==> config.mk <==
export PLATFORM = sky130hd
export DESIGN_NAME = aurora_link_sequencer
export DESIGN_NICKNAME = d
export VERILOG_FILES = /design/src/rtl/aurora_link_sequencer.sv
export SDC_FILE = /design/constraint.sdc
export NUM_CORES = 1
export LEC_CHECK = 0
export BUFFER_PORTS_ARGS = -buffer_cell sky130_fd_sc_hd__buf_4
export CELL_PAD_IN_SITES_DETAIL_PLACEMENT = 0
export CELL_PAD_IN_SITES_GLOBAL_PLACEMENT = 1
export CORE_ASPECT_RATIO = 0.6
export CORE_MARGIN = 8
export CORE_UTILIZATION = 51
export DETAILED_ROUTE_END_ITERATION = 10
export PLACE_DENSITY = 0.95
export SETUP_SLACK_MARGIN = 0.5
export SLEW_MARGIN = 20
export SYNTH_ARGS = -nofsm -noshare
export SYNTH_HDL_FRONTEND = slang
export SYNTH_SLANG_ARGS = --single-unit
==> constraint.sdc <==
create_clock -name ap_clk -period 4.1 [get_ports ap_clk]
set_clock_uncertainty 0.05 [all_clocks]
set_input_delay 1.025 -clock ap_clk [delete_from_list [all_inputs] [get_ports ap_clk]]
set_output_delay 1.025 -clock ap_clk [all_outputs]
set_load 0.005 [all_outputs]
==> src/rtl/aurora_link_sequencer.sv <==
// Reset/bring-up sequencer for a 4-lane Aurora core: orders pma_init/reset_pb, debounces channel_up, retries with a bound.
// Optional statistics outputs (down_events, last_up_latency) are enabled by defining AURORA_SEQ_STATS_EN.
module aurora_link_sequencer #(
  parameter int NUM_LANES       = 4,
  parameter int PMA_INIT_CYCLES = 1024,
  parameter int RESET_PB_CYCLES = 256,
  parameter int LINK_TIMEOUT    = 1048576,
  parameter int DEBOUNCE_CYCLES = 64,
  parameter int RETRY_MAX       = 8
) (
  input  logic                 ap_clk,
  input  logic                 ap_rst_n,
  input  logic                 enable,
  input  logic                 gt_pll_lock,
  input  logic [NUM_LANES-1:0] lane_up,
  input  logic                 channel_up,
  output logic                 pma_init,
  output logic                 reset_pb,
  output logic                 link_ok,
  output logic                 fail,
  output logic [2:0]           state,
  output logic [7:0]           retry_cnt,
  output logic [NUM_LANES-1:0] lanes_up_sync
`ifdef AURORA_SEQ_STATS_EN
  ,
  output logic [15:0]          down_events,
  output logic [31:0]          last_up_latency
`endif
);

  localparam int PMA_W = $clog2(PMA_INIT_CYCLES + 1);
  localparam int PB_W  = $clog2(RESET_PB_CYCLES + 1);
  localparam int TO_W  = $clog2(LINK_TIMEOUT + 1);
  localparam int DB_W  = $clog2(DEBOUNCE_CYCLES + 1);
  localparam int SW    = NUM_LANES + 2;

  typedef enum logic [2:0] {
    S_IDLE     = 3'd0,
    S_PMA_HOLD = 3'd1,
    S_PB_HOLD  = 3'd2,
    S_WAIT_UP  = 3'd3,
    S_UP       = 3'd4,
    S_RETRY    = 3'd5,
    S_FAIL     = 3'd6
  } state_e;

  state_e           state_q, state_d;
  logic [PMA_W-1:0] pma_tmr_q, pma_tmr_d;
  logic [PB_W-1:0]  pb_tmr_q, pb_tmr_d;
  logic [TO_W-1:0]  to_tmr_q, to_tmr_d;
  logic [DB_W-1:0]  deb_q, deb_d;
  logic [7:0]       retry_cnt_q, retry_cnt_d;
  logic             pma_init_q, pma_init_d;
  logic             reset_pb_q, reset_pb_d;
  logic             link_ok_q, link_ok_d;
  logic             fail_q, fail_d;
  logic [SW-1:0]    sync1_q, sync2_q;
  logic             lock_s, chan_s;

  // All status inputs come from the GT clock domain; two flops each before use.
  always_ff @(posedge ap_clk or negedge ap_rst_n) begin
    if (!ap_rst_n) begin
      sync1_q <= '0;
      sync2_q <= '0;
    end else begin
      sync1_q <= {gt_pll_lock, channel_up, lane_up};
      sync2_q <= sync1_q;
    end
  end

  assign lock_s = sync2_q[SW-1];
  assign chan_s = sync2_q[NUM_LANES];

  always_ff @(posedge ap_clk or negedge ap_rst_n) begin
    if (!ap_rst_n) begin
      state_q     <= S_IDLE;
      pma_tmr_q   <= '0;
      pb_tmr_q    <= '0;
      to_tmr_q    <= '0;
      deb_q       <= '0;
      retry_cnt_q <= '0;
      pma_init_q  <= 1'b1;
      reset_pb_q  <= 1'b1;
      link_ok_q   <= 1'b0;
      fail_q      <= 1'b0;
    end else begin
      state_q     <= state_d;
      pma_tmr_q   <= pma_tmr_d;
      pb_tmr_q    <= pb_tmr_d;
      to_tmr_q    <= to_tmr_d;
      deb_q       <= deb_d;
      retry_cnt_q <= retry_cnt_d;
      pma_init_q  <= pma_init_d;
      reset_pb_q  <= reset_pb_d;
      link_ok_q   <= link_ok_d;
      fail_q      <= fail_d;
    end
  end

  // Each timer fires on the cycle its increment would reach the target, so a state lasts exactly N cycles.
  always_comb begin
    state_d   = state_q;
    pma_tmr_d = pma_tmr_q;
    pb_tmr_d  = pb_tmr_q;
    to_tmr_d  = to_tmr_q;
    deb_d     = deb_q;
    case (state_q)
      S_IDLE: begin
        if (enable) state_d = S_PMA_HOLD;
      end
      S_PMA_HOLD: begin
        pma_tmr_d = pma_tmr_q + 1'b1;
        if (pma_tmr_q >= PMA_W'(PMA_INIT_CYCLES - 1)) state_d = S_PB_HOLD;
      end
      S_PB_HOLD: begin
        if (lock_s) begin
          pb_tmr_d = pb_tmr_q + 1'b1;
          if (pb_tmr_q >= PB_W'(RESET_PB_CYCLES - 1)) state_d = S_WAIT_UP;
        end else begin
          pb_tmr_d = '0;
        end
      end
      S_WAIT_UP: begin
        to_tmr_d = to_tmr_q + 1'b1;
        deb_d    = chan_s ? deb_q + 1'b1 : '0;
        if (chan_s && (deb_q >= DB_W'(DEBOUNCE_CYCLES - 1))) begin
          state_d = S_UP;
        end else if (to_tmr_q >= TO_W'(LINK_TIMEOUT - 1)) begin
          state_d = S_RETRY;
        end
      end
      S_UP: begin
        deb_d = !chan_s ? deb_q + 1'b1 : '0;
        if (!chan_s && (deb_q >= DB_W'(DEBOUNCE_CYCLES - 1))) state_d = S_RETRY;
      end
      S_RETRY: begin
        if ((RETRY_MAX != 0) && (32'(retry_cnt_q) >= RETRY_MAX)) state_d = S_FAIL;
        else                                                     state_d = S_PMA_HOLD;
      end
      S_FAIL: begin
        state_d = S_FAIL;
      end
      default: begin
        state_d = S_IDLE;
      end
    endcase
    if (!enable) state_d = S_IDLE;
    if (state_d != state_q) begin
      pma_tmr_d = '0;
      pb_tmr_d  = '0;
      to_tmr_d  = '0;
      deb_d     = '0;
    end
  end

  // Outputs are decoded from the next state so they move on the same edge as the state register.
  always_comb begin
    retry_cnt_d = retry_cnt_q;
    if (state_d == S_IDLE) begin
      retry_cnt_d = '0;
    end else if ((state_d == S_RETRY) && (state_q != S_RETRY) && (retry_cnt_q != 8'hFF)) begin
      retry_cnt_d = retry_cnt_q + 8'd1;
    end
    pma_init_d = (state_d == S_IDLE) || (state_d == S_PMA_HOLD) ||
                 (state_d == S_RETRY) || (state_d == S_FAIL);
    reset_pb_d = pma_init_d || (state_d == S_PB_HOLD);
    link_ok_d  = (state_d == S_UP);
    fail_d     = (state_d == S_FAIL);
  end

  assign pma_init      = pma_init_q;
  assign reset_pb      = reset_pb_q;
  assign link_ok       = link_ok_q;
  assign fail          = fail_q;
  assign state         = state_q;
  assign retry_cnt     = retry_cnt_q;
  assign lanes_up_sync = sync2_q[NUM_LANES-1:0];

`ifdef AURORA_SEQ_STATS_EN
  logic [15:0] down_q;
  logic [31:0] lat_cnt_q, last_lat_q;

  // Latency counts the cycles spent in WAIT_UP; only a successful exit to UP publishes it.
  always_ff @(posedge ap_clk or negedge ap_rst_n) begin
    if (!ap_rst_n) begin
      down_q     <= '0;
      lat_cnt_q  <= '0;
      last_lat_q <= '0;
    end else begin
      if ((state_q == S_UP) && (state_d == S_RETRY) && (down_q != 16'hFFFF)) begin
        down_q <= down_q + 16'd1;
      end
      if (state_q != S_WAIT_UP) begin
        lat_cnt_q <= '0;
      end else if (lat_cnt_q != 32'hFFFF_FFFF) begin
        lat_cnt_q <= lat_cnt_q + 32'd1;
      end
      if ((state_q == S_WAIT_UP) && (state_d == S_UP)) begin
        last_lat_q <= (lat_cnt_q == 32'hFFFF_FFFF) ? lat_cnt_q : lat_cnt_q + 32'd1;
      end
    end
  end

  assign down_events     = down_q;
  assign last_up_latency = last_lat_q;
`endif

endmodule

==> results of run 1 <==
-- flip-flops by register name, indices dropped and copies added, names as in the netlist --
register   flops
to_tmr_q      21
pma_tmr_q     11
pb_tmr_q       9
retry_cnt      8
deb_q          7
sync1_q        6
sync2_q        6
state          3
fail           1
link_ok        1
pma_init       1
reset_pb       1
-- logic make-up (layout without fill, tap and decap cells) --
logic type	after synthesis	after routing
fa+ha+maj	7	7
simple gates	195	195
mux	14	14
buf+inv	40	60
flops	75	75
compound gates	45	45
xor+xnor	36	36
-- synth_stat cells, drive strengths merged (2+ instances only) --
| cell | n |
|---|---|
| nor2 | 27 |
| nand4 | 16 |
| a41o | 2 |
| and2 | 2 |
| inv | 14 |
| a311oi | 2 |
| ha | 7 |
| o21ai | 8 |
| a21boi | 4 |
| dfrtp | 73 |
| nand2b | 5 |
| or3b | 2 |
| buf | 11 |
| nor4 | 21 |
| and3 | 5 |
| mux2 | 3 |
| dfstp | 2 |
| nor3 | 37 |
| or4 | 2 |
| a2111oi | 2 |
| a31oi | 4 |
| clkbuf | 15 |
| nor3b | 6 |
| xor2 | 22 |
| a22oi | 4 |
| nand3 | 24 |
| and4 | 2 |
| xnor2 | 14 |
| a21oi | 6 |
| o211ai | 3 |
| nand2 | 42 |
| mux2i | 11 |
-- stage by stage --
stage          util, %  instances  hold WS (ns)  power, mW  area [µm²]
3_3_place_gp      55.2        524         0.283      0.835        4300
3_5_place_dp      55.2        524         0.287      0.838        4300
2_1_floorplan        -        412         0.281      0.807        4060
4_1_cts           59.3        540         0.300       1.66        4620
5_1_grt           59.3        540         0.304       1.71        4620
6_report          59.3        540         0.297       1.64        4620
-- path summary, 6_finish.rpt --
check                      slack, ns         end  cells past startpoint
setup / recovery                0.80    deb_q[2]                      7
hold reg to reg                 0.30  sync2_q[3]                      0
max in group asynchronous       2.60    state[1]                      1
hold / removal                  0.30  sync2_q[3]                      0
setup reg to reg                0.80    deb_q[2]                      7
min in group asynchronous       0.78    deb_q[1]                      1
-- layout make-up --
cell class | count | area [µm²]
timing repair buffer | 30 | 238
tap | 108 | 135
sequential | 75 | 1880
clock buffer | 12 | 267
clock inverter | 4 | 47.5
inverter | 14 | 52.6
fill | 630 | 3170
multi-input combinational | 297 | 2000
-- per-layer routing --
| metal | share of wire (%) | vias up | GRT usage (%) | routed length (µm) |
|---|---|---|---|---|
| met2 | 44 | 95 | 23.9 | 4070 |
| met5 | 0 | - | 0 | 0 |
| met1 | 48 | 1537 | 24.6 | 4450 |
| li1 | - | 1505 | - | - |
| met3 | 6.2 | 10 | 5.25 | 570 |
| met4 | 1.2 | 0 | 5.35 | 108 |
-- power by group through the flow --
stage	sequential (mW)	combinational (mW)	clock [mW]
2_1_floorplan	0.770	0.0378	0
3_3_place_gp	0.774	0.0606	0
3_5_place_dp	0.775	0.0632	0
4_1_cts	0.762	0.0645	0.834
5_1_grt	0.764	0.0719	0.872
6_report	0.763	0.0627	0.814
-- cell usage in the layout, fill, tap and decap left out, types with 2 or more instances in the layout --
cell type   n
clkbuf_8    3
or4_1       2
dfstp_2     2
clkinv_2    2
nor3_1     18
ha_1        7
a21boi_0    4
inv_1      14
and4_1      2
dfrtp_1    73
a2111oi_2   2
xor2_1     22
nand4_1    16
a31oi_1     4
a22oi_1     4
o211ai_1    2
nand2_1    42
mux2i_1    11
clkbuf_16   9
nor3b_1     6
mux2_2      3
nor2_1     27
and2_1      2
nor4_1     20
xnor2_1    14
a41o_1      2
buf_4      29
nor3_2     19
and3_1      5
o21ai_0     8
a21oi_1     6
nand2b_1    5
nand3_1    24
-- critical path, delay by kind of cell, from the launching register on --
family                 cells  cell delay (ns)
AOI/OAI and AO/OA          2             0.28
buffers and inverters      1             0.23
DFF                        1             0.64
and+or+nand+nor            4             1.98
==> impl_metrics.toml, run 1 <==
[synth]
synth-adder-area-share_pct = 2.16
synth_top_family_by_area = "simple AND/OR/NAND/NOR gates"
synth_area_um2 = 4060
syn_avg_cell_area_um2 = 9.85
synth.area.top_cells = "dfrtp_1 (45%), xor2_1 (4.8%), nor3_2 (4.7%)"
ys_warn_count = 0
ys_seq_area_share_pct = 46.3
synth_cell_types = 52
synth-edff-count = 0
synth_async_sr_flop_share_pct = 100
yosys.area_share.xor_xnor_pct = 7.77
synth_compound_area_share_pct = 8.61
yosys.area_share.simple_pct = 26.9
ys_ff_latch = 75
synth_top_area_share_pct = 45.0
synth_largest_area_cell = "dfrtp_1"
synth_top_flop_cell = "dfrtp_1"
synth.area.mux_share_pct = 3.55
synth_cells = 412
synth.net_count = 428

[cts]
cts_buffer_depth = 2
h-tree-depth = 3
post-cts-setup-buffers = 0
cts_num_sinks = 75
cts_tree = "built"
cts_buffers = 9
clk_pin_slew_ns = 0.05
insertion_delay_ns = 0.34
postCtsResizedCells = 0
postCtsHoldBufs = 0
cts_root_buf = "clkbuf_16"

[global_route]
grt_pass1_vias = 2944
antenna_found_initial = 0
grt_pass1_wl_mm = 15.5
grt.total_usage_pct = 17.2
gr-total-overflow = 0
grt_max_degree = 76

[floorplanning]
coreArea_um2 = 7790
ioPinCount = 28
die_area_um2 = 11200
start_util_pct = 52.1
die_h_um = 85.1
die_w_um = 131
rows = 25

[place]
portBuffers = 27
place_congestion = 0.826
dp_slack_ns = 0.820
dp_hpwl_mm = 6.22

[worst_setup_path]
cp_data_required_time_ns = 4.28
max_stage_delay_ns = 0.64
crit_path_top_delay_cell = "dfrtp_1"
worstSetupStartpoint = "state[1]"
r2r_start = "state[1]"
crit_path_start_kind = "flip-flop"
endpoint_kind = "flip-flop"
crit_fanout = 48
crit_path_cell_trace = "or3b_1 -> or4_1 -> o211ai_2 -> or4_1 -> o221ai_4 -> buf_12 -> nor4_1"
criticalPathCategory = "reg2reg"
crit_arrival_ns = 3.48
critPathMostFrequentCell = "or4_1"

[sta]
slew_violations = 0
relSlewSlack_pct = 35.9
setup_ws_ns = 0.802
timing.fmax_ghz = 0.303
tightest_slew_ns = 0.957
setup_violations = 0
finalCritPeriodShare_pct = 80.4
tns_ns = 0
min_period_ns = 3.30
rsz0062_at_grt = "false"
hold_violations = 0

[power_and_ir_drop]
combPwrFrac_pct = 3.8
ir_drop_v = 0.000247
netSwitchingFraction_pct = 21.5
p_int_mw = 1.29
power.leakage_nw = 1.98
p_clk_share_pct = 49.7
seq_power_share_pct = 46.5
power_switching_mw = 0.352
power.density_nw_per_um2 = 355

[detailed_routing]
post-route-drc-count = 0
ant_nets = 0
drt-total-wl_mm = 9.20
vias = 3147
drt_iter0_drc = 254
wl_per_cell_um = 17.0
drt-pass1-iter-count = 6
routed_via_density = 5.83

[flow_run]
drv_cap = 0

[finish]
syn2layout_area_growth_pct = 13.9
nNetsFinal = 443
layout-drive-gt1-share_pct = 18.5
antenna_cells = 0

[worst_hold_path]
min_from = "sync1_q[3]"
hold_class = "reg2reg"

[run_status]
outcome = "finished, final reports clean"
No activity file was read; power rests on OpenSTA's default activity.
==> run 2, diff against run 1 <==
--- a/config.mk
+++ b/config.mk
@@ -10,9 +10,9 @@
 export CELL_PAD_IN_SITES_GLOBAL_PLACEMENT = 1
 export CORE_ASPECT_RATIO = 0.6
 export CORE_MARGIN = 8
-export CORE_UTILIZATION = 51
+export CORE_UTILIZATION = 47
 export DETAILED_ROUTE_END_ITERATION = 10
-export PLACE_DENSITY = 0.95
+export PLACE_DENSITY = 0.89
 export SETUP_SLACK_MARGIN = 0.5
 export SLEW_MARGIN = 20
 export SYNTH_ARGS = -nofsm -noshare
==> constraint.sdc (replaced) <==
create_clock -name ap_clk -period 3.1 [get_ports ap_clk]
set_clock_uncertainty 0.05 [all_clocks]
set_input_delay 0.775 -clock ap_clk [delete_from_list [all_inputs] [get_ports ap_clk]]
set_output_delay 0.775 -clock ap_clk [all_outputs]
set_load 0.005 [all_outputs]
==> impl_metrics.toml, run 2 (same netlist as run 1, synthesis figures left out) <==
[run_status]
outcome = "finished, final reports clean"

[sta]
rsz0062_at_grt = "true"
tightest_slew_ns = 0.943
tns_ns = 0
min_period_ns = 2.66
finalHoldWorstSlack_ns = 0.294
relSlewSlack_pct = 37.2
finalCritPeriodShare_pct = 85.7
slew_violations = 0
hold_violations = 0
timing.fmax_ghz = 0.376
setup_violations = 0
setup_ws_ns = 0.442

[global_route]
grt_pass1_wl_mm = 16.1
grt.total_usage_pct = 17.2
antenna_found_initial = 0
gr-total-overflow = 0
grt_max_degree = 76
grt_pass1_vias = 2993

[place]
dp_hpwl_mm = 6.27
portBuffers = 27
place_congestion = 0.798
dp_slack_ns = 0.0438

[floorplanning]
coreArea_um2 = 8460
start_util_pct = 48.0
die_w_um = 136
ioPinCount = 28
die_area_um2 = 12000
rows = 26
die_h_um = 88.0

[worst_setup_path]
cp_data_required_time_ns = 3.24
crit_path_start_kind = "flip-flop"
crit_arrival_ns = 2.79
criticalPathCategory = "reg2reg"
crit_fanout = 6
endpoint_kind = "flip-flop"

[flow_run]
drv_cap = 0

[cts]
insertion_delay_ns = 0.34
clk_pin_slew_ns = 0.06
postCtsHoldBufs = 0
cts_num_sinks = 75
cts_buffers = 9
cts_root_buf = "clkbuf_16"
h-tree-depth = 3
cts_tree = "built"
cts_buffer_depth = 2

[finish]
antenna_cells = 0
largestRegisters = "to_tmr_q: 21 flops, pma_tmr_q: 11 flops, pb_tmr_q: 9 flops"
final_cell_mix = "dfrtp_1 (73), buf_4 (43), nand2_1 (42)"
nNetsFinal = 465
largest_reg_flops = 21
final_common_cell = "dfrtp_1"
largest-register = "to_tmr_q"
layout-drive-gt1-share_pct = 25.6
syn2layout_area_growth_pct = 25.4

[detailed_routing]
wl_per_cell_um = 17.5
drt-total-wl_mm = 9.93
routed_via_density = 5.83
drt_iter0_drc = 227
post-route-drc-count = 0
ant_nets = 0
vias = 3300
drt-pass1-iter-count = 4

[power_and_ir_drop]
power.leakage_nw = 2.17
power.density_nw_per_um2 = 451
ir_drop_v = 0.000266

[worst_hold_path]
hold_class = "reg2reg"
## run 2: cell types whose count changed in the layout (fill, tap and decap cells not counted), moves of 3 or more
| cell | delta |
|---|---|
| buf_16 | +3 |
| nor4_4 | +5 |
| ha_1 | -3 |
| ha_2 | +3 |
| clkbuf_16 | +3 |
| nor4_1 | -4 |
| buf_4 | +14 |
## run 2: path summary, 6_finish.rpt
path / startpoint / to / slack [ns] / depth (start not counted)
setup / recovery: deb_q[0] / pma_tmr_q[4] / 0.44 / 8
hold / removal: sync1_q[4] / sync2_q[4] / 0.29 / 0
setup reg to reg: deb_q[0] / pma_tmr_q[4] / 0.44 / 8
hold reg to reg: sync1_q[4] / sync2_q[4] / 0.29 / 0
max in group asynchronous: ap_rst_n / sync2_q[3] / 1.84 / 1
min in group asynchronous: ap_rst_n / retry_cnt[1] / 0.51 / 1
## run 2: repair_timing
item                       4_1_cts  5_1_grt
pin swaps                        5       14
setup endpoints to repair       57       48
gates cloned                     3        3
setup buffers                    6        2
gates resized for setup          9       20
## run 2: layout make-up
class                      count  area, µm²
timing repair buffer          52        532
inverter                      14       52.6
multi-input combinational    297       2140
tap                          112        140
clock buffer                  11        243
clock inverter                 5        100
sequential                    75       1880
fill                         670       3370
## run 2: routing by layer
metal | vias up | GRT usage, % | part of all wire, %
met5 | - | 0 | 0
met4 | 0 | 4.16 | 0.83
met3 | 8 | 5.04 | 6.8
met2 | 94 | 22.8 | 42
met1 | 1644 | 26.2 | 50
li1 | 1554 | - | -
## run 2: power by group
group | leakage (nW) | internal [mW] | switching [mW] | total [mW]
logic | 0.992 | 0.0269 | 0.0660 | 0.0929
clock network | 0.169 | 0.805 | 0.392 | 1.20
registers | 1.01 | 0.993 | 0.0109 | 1.00
total | 2.17 | 1.83 | 0.469 | 2.29
## run 2: metrics by stage
step           total power, mW  cell area, µm²  instances  utilization (%)
3_3_place_gp              1.11            4370        536             51.7
2_1_floorplan             1.07            4080        412                -
4_1_cts                   2.32            4880        561             57.7
3_5_place_dp              1.11            4370        536             51.7
5_1_grt                   2.36            5090        566             60.2
6_report                  2.29            5090        566             60.2
## run 2: critical path, stage by stage (launching register included)
cell	delay, ns
dfrtp_1	0.45
ha_2	0.24
a211o_1	0.32
and3_1	0.24
or4_4	0.55
o221ai_4	0.24
buf_12	0.19
clkbuf_16	0.18
nor3_2	0.05
==> run 3, diff against run 2 <==
--- a/config.mk
+++ b/config.mk
@@ -13,6 +13,7 @@
 export CORE_UTILIZATION = 47
 export DETAILED_ROUTE_END_ITERATION = 10
 export PLACE_DENSITY = 0.89
+export RECOVER_POWER = 100
 export SETUP_SLACK_MARGIN = 0.5
 export SLEW_MARGIN = 20
 export SYNTH_ARGS = -nofsm -noshare
==> impl_metrics.toml, run 3 (same netlist as run 1, synthesis figures left out) <==
[run_status]
outcome = "finished with violations"
violations = "max-capacitance violations, max-slew violations"

[sta]
min_period_ns = 2.78
timing.fmax_ghz = 0.359
hold_violations = 0
finalCritPeriodShare_pct = 89.8
tns_ns = 0
rsz0062_at_grt = "true"
setup_ws_ns = 0.316
setup_violations = 0
slew_violations = 76
finalHoldWorstSlack_ns = 0.293
tightest_slew_ns = 1.85
relSlewSlack_pct = -23.1

[cts]
cts_tree = "built"
cts_num_sinks = 75
cts_root_buf = "clkbuf_16"
insertion_delay_ns = 0.34
cts_buffers = 9
clk_pin_slew_ns = 0.06
cts_buffer_depth = 2
h-tree-depth = 3

[worst_hold_path]
hold_class = "reg2reg"
hold_path_depth = 0
min_from = "sync1_q[4]"
min_to = "sync2_q[4]"

[finish]
layout-drive-gt1-share_pct = 21.1
fill_cells = 693
syn2layout_area_growth_pct = 22.6
final_area_um2 = 4970
regArea_um2 = 1880
nNetsFinal = 465
largestRegisters = "to_tmr_q: 21 flops, pma_tmr_q: 11 flops, pb_tmr_q: 9 flops"
fin_util_pct = 58.8
largest_reg_flops = 21
largest-register = "to_tmr_q"
multiInputGateArea_um2 = 2050
final_cell_mix = "dfrtp_1 (73), nand2_1 (42), nor3_1 (29)"
final_common_cell = "dfrtp_1"
stdcell_count = 566
antenna_cells = 0

[detailed_routing]
wl_met3_um = 637
wl_per_cell_um = 17.6
routed_via_density = 5.83
drt-pass1-iter-count = 4
drt_iter0_drc = 307
wl_met1_mm = 5.11
post-route-drc-count = 0
met2WireLength_mm = 4.17
ant_nets = 0
top_layer_used = "met4"
drt-total-wl_mm = 9.98
vias = 3299

[global_route]
grt_max_degree = 76
grt.total_usage_pct = 17.2
antenna_found_initial = 0
grt_pass1_wl_mm = 16.1
gr-total-overflow = 0
grt_pass1_vias = 2993

[place]
place_congestion = 0.798
dp_slack_ns = 0.0438
dp_cells = 536
portBuffers = 27
place_area_um2 = 4370
dp_hpwl_mm = 6.27

[flow_run]
drv_cap = 1

[floorplanning]
ioPinCount = 28
die_w_um = 136
coreArea_um2 = 8460
die_h_um = 88.0
start_util_pct = 48.0
rows = 26
die_area_um2 = 12000

[power_and_ir_drop]
power.leakage_nw = 2.11
power_mw = 2.29
power.density_nw_per_um2 = 461
ir_drop_v = 0.000264

[worst_setup_path]
cp_data_required_time_ns = 3.23
r2r_slack_ns = 0.32
criticalPathCategory = "reg2reg"
crit_path_cell_trace = "clkbuf_1 -> or3b_2 -> nor2_1 -> and3_1 -> or4_4 -> o221ai_4 -> buf_12 -> clkbuf_16 -> nor3_1"
r2r_start = "state[1]"
crit_path_start_kind = "flip-flop"
max_stage_delay_ns = 0.55
cp_num_buf_inv = 3
crit_path_top_delay_cell = "or4_4"
r2r_end = "pma_tmr_q[4]"
crit_arrival_ns = 2.91
endpoint_kind = "flip-flop"
crit_fanout = 16
crit_family = "simple AND/OR/NAND/NOR gates"
rr_worst_depth = 9
==> run 3: per-layer routing <==
metal	vias up	track usage, %
met5	-	0
met4	0	4.16
met3	5	5.04
met2	92	22.8
met1	1640	26.2
li1	1562	-
==> run 3: final cells by class <==
type / count / area share, %
multi-input combinational: 297 / 41.2
sequential: 75 / 37.8
timing repair buffer: 52 / 10.3
clock buffer: 11 / 4.88
tap: 112 / 2.82
clock inverter: 5 / 2.01
inverter: 14 / 1.06
==> run 3: worst max path at each step <==
stage / slack [ns] / endpoint / from / cells after the start
2_1_floorplan: 0.51 / pb_tmr_q[3] / pb_tmr_q[0] / 12
3_3_place_gp: 0.07 / to_tmr_q[6] / pma_tmr_q[0] / 8
3_5_place_dp: 0.04 / to_tmr_q[6] / pma_tmr_q[0] / 8
4_1_cts: 0.45 / to_tmr_q[11] / pb_tmr_q[0] / 11
5_1_grt: 0.20 / to_tmr_q[12] / state[1] / 7
6_report: 0.32 / pma_tmr_q[4] / state[1] / 9
==> run 3: what timing repair did <==
item | CTS | global route
gates resized for setup | 9 | 20
pin swaps | 5 | 14
setup buffers | 6 | 2
cloned | 3 | 3
hold buffers | 0 | 0
setup endpoints to repair | 57 | 48
==> run 3: power breakdown <==
part / internal [mW] / switching [mW] / leakage (nW) / total (mW)
clock network: 0.805 / 0.395 / 0.169 / 1.20
logic: 0.0252 / 0.0633 / 0.934 / 0.0885
registers: 0.993 / 0.0110 / 1.01 / 1.00
total: 1.82 / 0.469 / 2.11 / 2.29
